--- config.mk ---
export PLATFORM = sky130hd
export DESIGN_NAME = axi_err_slv
export DESIGN_NICKNAME = d
export VERILOG_FILES = /design/src/rtl/axi_err_slv.sv
export SDC_FILE = /design/constraint.sdc
export NUM_CORES = 1
export LEC_CHECK = 0
export CAP_MARGIN = 20
export CORE_AREA = 5 5 113 115
export CTS_CLUSTER_SIZE = 10
export DETAILED_ROUTE_END_ITERATION = 12
export DIE_AREA = 0 0 118 120
export HOLD_SLACK_MARGIN = 0.02
export MAX_ROUTING_LAYER = met4
export PLACE_DENSITY = 0.63
export SLEW_MARGIN = 20
export SYNTH_ARGS = -nofsm -noshare
export SYNTH_HDL_FRONTEND = slang
export SYNTH_SLANG_ARGS = --single-unit
--- constraint.sdc ---
create_clock -name clk_i -period 4.82 [get_ports clk_i]
set_clock_uncertainty 0.2 [all_clocks]
set_input_delay 0.482 -clock clk_i [delete_from_list [all_inputs] [get_ports clk_i]]
set_output_delay 0.482 -clock clk_i [all_outputs]
set_load 0.02 [all_outputs]
--- src/rtl/axi_err_slv.sv ---
// axi_err_slv: AXI4 responder that completes every burst with RESP; define AXI_ERR_SLV_ATOP_EN to answer atomics with an R burst too
module axi_err_slv #(
    parameter int          ADDR_WIDTH = 32,
    parameter int          DATA_WIDTH = 64,
    parameter int          ID_WIDTH   = 4,
    parameter int          USER_WIDTH = 1,
    parameter logic [1:0]  RESP       = 2'b11,
    parameter logic [63:0] RESP_DATA  = 64'hCA11_AB1E_BAD_CAB1E
) (
    input  logic                  clk_i,
    input  logic                  rst_ni,
    input  logic [ID_WIDTH-1:0]   aw_id,
    input  logic [ADDR_WIDTH-1:0] aw_addr,
    input  logic [7:0]            aw_len,
    input  logic [2:0]            aw_size,
    input  logic [1:0]            aw_burst,
    input  logic                  aw_lock,
    input  logic [3:0]            aw_cache,
    input  logic [2:0]            aw_prot,
    input  logic [3:0]            aw_qos,
    input  logic [3:0]            aw_region,
    input  logic [5:0]            aw_atop,
    input  logic [USER_WIDTH-1:0] aw_user,
    input  logic                  aw_valid,
    output logic                  aw_ready,
    input  logic [DATA_WIDTH-1:0] w_data,
    input  logic [DATA_WIDTH/8-1:0] w_strb,
    input  logic                  w_last,
    input  logic [USER_WIDTH-1:0] w_user,
    input  logic                  w_valid,
    output logic                  w_ready,
    output logic [ID_WIDTH-1:0]   b_id,
    output logic [1:0]            b_resp,
    output logic [USER_WIDTH-1:0] b_user,
    output logic                  b_valid,
    input  logic                  b_ready,
    input  logic [ID_WIDTH-1:0]   ar_id,
    input  logic [ADDR_WIDTH-1:0] ar_addr,
    input  logic [7:0]            ar_len,
    input  logic [2:0]            ar_size,
    input  logic [1:0]            ar_burst,
    input  logic                  ar_lock,
    input  logic [3:0]            ar_cache,
    input  logic [2:0]            ar_prot,
    input  logic [3:0]            ar_qos,
    input  logic [3:0]            ar_region,
    input  logic [USER_WIDTH-1:0] ar_user,
    input  logic                  ar_valid,
    output logic                  ar_ready,
    output logic [ID_WIDTH-1:0]   r_id,
    output logic [DATA_WIDTH-1:0] r_data,
    output logic [1:0]            r_resp,
    output logic                  r_last,
    output logic [USER_WIDTH-1:0] r_user,
    output logic                  r_valid,
    input  logic                  r_ready
);
    if (ADDR_WIDTH < 1 || DATA_WIDTH < 8 || ID_WIDTH < 1 || USER_WIDTH < 1) begin : g_bad_width
        $error("axi_err_slv: AXI widths must be positive");
    end

`ifdef AXI_ERR_SLV_ATOP_EN
    typedef enum logic [1:0] {W_IDLE, W_DATA, W_RESP, W_ATOP} w_state_e;
`else
    typedef enum logic [1:0] {W_IDLE, W_DATA, W_RESP} w_state_e;
`endif
    typedef enum logic {R_IDLE, R_DATA} r_state_e;

    w_state_e            w_state;
    r_state_e            r_state;
    logic [ID_WIDTH-1:0] w_id;
    logic [7:0]          cnt;
    logic                atop_nxt;
    logic                unused_inputs;

    assign b_id   = w_id;
    assign b_resp = RESP;
    assign b_user = '0;
    assign r_data = DATA_WIDTH'(RESP_DATA);
    assign r_resp = RESP;
    assign r_user = '0;

    assign unused_inputs = ^{aw_addr, aw_len, aw_size, aw_burst, aw_lock, aw_cache, aw_prot, aw_qos,
                             aw_region, aw_atop, aw_user, w_data, w_strb, w_user, ar_addr, ar_size,
                             ar_burst, ar_lock, ar_cache, ar_prot, ar_qos, ar_region, ar_user};

`ifdef AXI_ERR_SLV_ATOP_EN
    logic       atop_req;
    logic       atop_bit;
    logic [7:0] w_len;
    assign atop_req = w_state == W_ATOP;
    // Predicts atop_req for the next cycle so ar_ready can drop before the read FSM sees it
    assign atop_nxt = (w_state == W_RESP && b_ready && atop_bit) || (atop_req && r_state != R_IDLE);
`else
    assign atop_nxt = 1'b0;
`endif

    always_ff @(posedge clk_i or negedge rst_ni) begin
        if (!rst_ni) begin
            w_state  <= W_IDLE;
            aw_ready <= 1'b1;
            w_ready  <= 1'b0;
            b_valid  <= 1'b0;
            w_id     <= '0;
`ifdef AXI_ERR_SLV_ATOP_EN
            atop_bit <= 1'b0;
            w_len    <= '0;
`endif
        end else begin
            case (w_state)
                W_IDLE: if (aw_valid) begin
                    w_state  <= W_DATA;
                    aw_ready <= 1'b0;
                    w_ready  <= 1'b1;
                    w_id     <= aw_id;
`ifdef AXI_ERR_SLV_ATOP_EN
                    atop_bit <= aw_atop[5];
                    w_len    <= aw_len;
`endif
                end
                W_DATA: if (w_valid && w_last) begin
                    w_state <= W_RESP;
                    w_ready <= 1'b0;
                    b_valid <= 1'b1;
                end
                W_RESP: if (b_ready) begin
                    b_valid <= 1'b0;
`ifdef AXI_ERR_SLV_ATOP_EN
                    if (atop_bit) begin
                        w_state <= W_ATOP;
                    end else begin
                        w_state  <= W_IDLE;
                        aw_ready <= 1'b1;
                    end
`else
                    w_state  <= W_IDLE;
                    aw_ready <= 1'b1;
`endif
                end
`ifdef AXI_ERR_SLV_ATOP_EN
                W_ATOP: if (r_state == R_IDLE) begin
                    w_state  <= W_IDLE;
                    aw_ready <= 1'b1;
                end
`endif
                default: w_state <= W_IDLE;
            endcase
        end
    end

    always_ff @(posedge clk_i or negedge rst_ni) begin
        if (!rst_ni) begin
            r_state  <= R_IDLE;
            ar_ready <= 1'b1;
            r_valid  <= 1'b0;
            r_id     <= '0;
            r_last   <= 1'b1;
            cnt      <= '0;
        end else begin
            case (r_state)
                R_IDLE:
`ifdef AXI_ERR_SLV_ATOP_EN
                    if (atop_req) begin
                        r_state  <= R_DATA;
                        r_valid  <= 1'b1;
                        r_id     <= w_id;
                        cnt      <= w_len;
                        r_last   <= w_len == 8'd0;
                        ar_ready <= 1'b0;
                    end else
`endif
                    if (ar_valid && ar_ready) begin
                        r_state  <= R_DATA;
                        r_valid  <= 1'b1;
                        r_id     <= ar_id;
                        cnt      <= ar_len;
                        r_last   <= ar_len == 8'd0;
                        ar_ready <= 1'b0;
                    end else begin
                        ar_ready <= !atop_nxt;
                    end
                R_DATA: if (r_ready) begin
                    if (cnt == 8'd0) begin
                        r_state  <= R_IDLE;
                        r_valid  <= 1'b0;
                        ar_ready <= !atop_nxt;
                    end else begin
                        cnt    <= cnt - 8'd1;
                        r_last <= cnt == 8'd1;
                    end
                end
                default: r_state <= R_IDLE;
            endcase
        end
    end
endmodule

==> results.txt <==
DR vias/cell - 3.44
synthesis-to-finish area growth - 19.1%
wire per inst - 10.7 um
placer's final routability congestion estimate - 0.829
Setup crit end kind - register
relative slew slack - 0.398
number of global-route vias before repair - 1,178
part of the power in registers - 0.383
Comb pwr share - 0.439
Detailed Place HPWL - 3170 um
maxcap violations - 0
All-Layer GR Usage - 0.0538
worst-margin pin slew - 0.903 ns
Iter 0 DRT Violations - 51
Clock Latency Late Sink - 0.26 ns
initial cell density of the core - 0.155
RSZ-0062 raised after global routing - false
fin crit share - 0.489
Port Buf Inserts - 37
Compound-Gate Fraction of Synth Area - 0.120
die width - 118 um
Final setup viols - 0
floorplan core area - 0.0117 mm2
fin. max-slew vios - 0
setup TNS - 0 ns
synthesized flop and latch total - 25
Final min period - 2.35 ns
Worst setup SP type - register
placed cells - 374
hold slack - 0.294 ns
Worst Path Required - 4.81 ns
Switch Pwr - 0.441 mW
leakage power - 0.969 nW
Final Hold Fails - 0
share of cells above drive strength 1 - 0.0909
Synth Area in XOR/XNOR - 0
first-pass GRT wire length - 6100 um
Peak VDD IR - 0.000199 V
post-CTS sizing - 0
Cell Int Power - 0.641 mW
standard-cell rows - 40
Netlist cell types - 36
TritonRoute pass-1 iters - 4
Seq/Total Area, Yosys - 0.347
DIE AREA - 0.0142 mm2
Fillers - 1,322
via count - 1,300
Clk pwr share - 0.178
synth top area cells - dfrtp_1, buf_4, mux2_2
pwr dens - 500 mW/mm2
CTS tree - built
Die Y - 120 um
Simple-Gate Fraction of Synth Area - 0.137
largest net degree at the start of global routing - 26
Post-Route WL - 4030 um
cell at the root of the clock tree - clkbuf_16
non-filler cells, final - 378
Worst Hold Class - register to register
status - finished clean
dominant synthesized flop cell - dfrtp_1
top cell type's share of synthesized area - 0.303
CP Max Fanout - 12
highest clock rate - 0.425 GHz
syn_area_per_cell - 9.30 um2
Post-route DRC - 0
Layout Nets - 453
CTS sink cnt - 25
critical path type - register to register
cells after synthesis - 195
largest family of logic cells by synthesized area - buffers and inverters
Clk pin slew, worst setup/hold paths - 0.07 ns
Overflow after GRT - 0
Net Sw Frac - 0.407
Ant. Diodes - 0
Ports - 303
H-Tree Depth - 1
post-synth top area cell - dfrtp_1
# Post-CTS Setup Buffers - 0
remaining antenna violation count after routing - 0
FFs w/ async S/R, synth - 1.00
Synth Warn # - 0
Post-CTS Hold Buffers - 0
EDFF count, synth - 0
Worst EP arrival - 2.34 ns
CTS max path bufs - 2
antenna violations before repair - 0
adder-cell share of the synthesized area - 0.0138
Netlist Area Pre-Place - 0.00181 mm2
Pwr Total - 1.08 mW
fraction of synthesized area in multiplexers - 0.0607
Num CTS Buffers - 3
routing by layer:
layer / global-route usage / vias up / part of all wire
li1: - / 594 / -
met1: 0.0722 / 613 / 0.43
met2: 0.0796 / 91 / 0.43
met4: 0.00358 / 0 / 0.00099
met5: - / - / 0
met3: 0.0221 / 2 / 0.13
registers in the layout, summed over array words and instances (netlist names):
register / flops
cnt: 8
b_id: 4
r_id: 4
w_state: 2
ar_ready: 1
aw_ready: 1
b_valid: 1
r_last: 1
r_state: 1
r_valid: 1
w_ready: 1
power by group through the flow:
stage | registers, mW | clock network [mW] | logic (mW)
finish | 0.414 | 0.193 | 0.475
floorplan | 0.449 | 0 | 0.308
global route | 0.431 | 0.207 | 0.519
detailed placement | 0.414 | 0 | 0.477
CTS | 0.413 | 0.201 | 0.479
global placement | 0.410 | 0 | 0.467
layout make-up:
class / count / area [um2] / area share
inverter: 7 / 26.3 / 0.0122
sequential: 25 / 629 / 0.291
tap: 147 / 184 / 0.0851
timing repair buffer: 38 / 378 / 0.175
clock buffer: 4 / 78.8 / 0.0365
multi-input combinational: 157 / 865 / 0.400
cells in the final DEF, fill, tap and decap left out, types with 2 or more instances in the layout:
cell,count
o31ai_1,2
a31oi_1,4
clkdlybuf4s50_1,37
dfrtp_1,22
ha_1,2
inv_1,7
nand4_1,2
clkbuf_16,3
o22ai_1,3
nor3_1,4
conb_1,70
nand2_1,12
mux2_2,8
nor2_1,8
mux2i_1,2
dfstp_2,3
a21oi_1,10
nand3_1,3
o21ai_0,10
nand2b_1,3
cells in the mapped netlist, types with 4 or more instances:
| master | n |
|---|---|
| nand2_1 | 12 |
| dfrtp_1 | 22 |
| a31oi_1 | 4 |
| mux2_2 | 8 |
| inv_1 | 7 |
| nor3_1 | 4 |
| a21oi_1 | 10 |
| buf_4 | 70 |
| o21ai_0 | 10 |
| nor2_1 | 8 |
critical path: stages (launching register included):
cell and delay (ns):
dfrtp_1 0.42, inv_1 0.10, ha_1 0.25, nor4bb_4 0.20, a22oi_1 0.74, o21ai_0 0.19
mux2i_1 0.17
cell families after synthesis:
family          after synthesis
buf+inv                      81
simple gates                 40
compound gates               35
fa+ha+maj                     2
flops                        25
other cells                   2
mux                          10
final timing paths:
kind                       cells after the start     start  slack [ns]        to
max in group asynchronous                      2    rst_ni        3.71  aw_ready
max reg2reg                                    6    cnt[0]        2.47    cnt[0]
max                                            6    cnt[0]        2.47    cnt[0]
min in group asynchronous                      2    rst_ni        0.39    cnt[0]
min                                            2  aw_ready        0.29  aw_ready
min reg2reg                                    2  aw_ready        0.29  aw_ready
per-stage QoR:
stage	setup slack, ns	utilization	area (um2)
2_1_floorplan	2.89	-	2070
3_3_place_gp	2.22	0.178	2080
3_5_place_dp	2.24	0.178	2080
4_1_cts	2.47	0.185	2160
5_1_grt	2.23	0.185	2160
6_report	2.47	0.185	2160
Power figures use the tool's default switching activity.
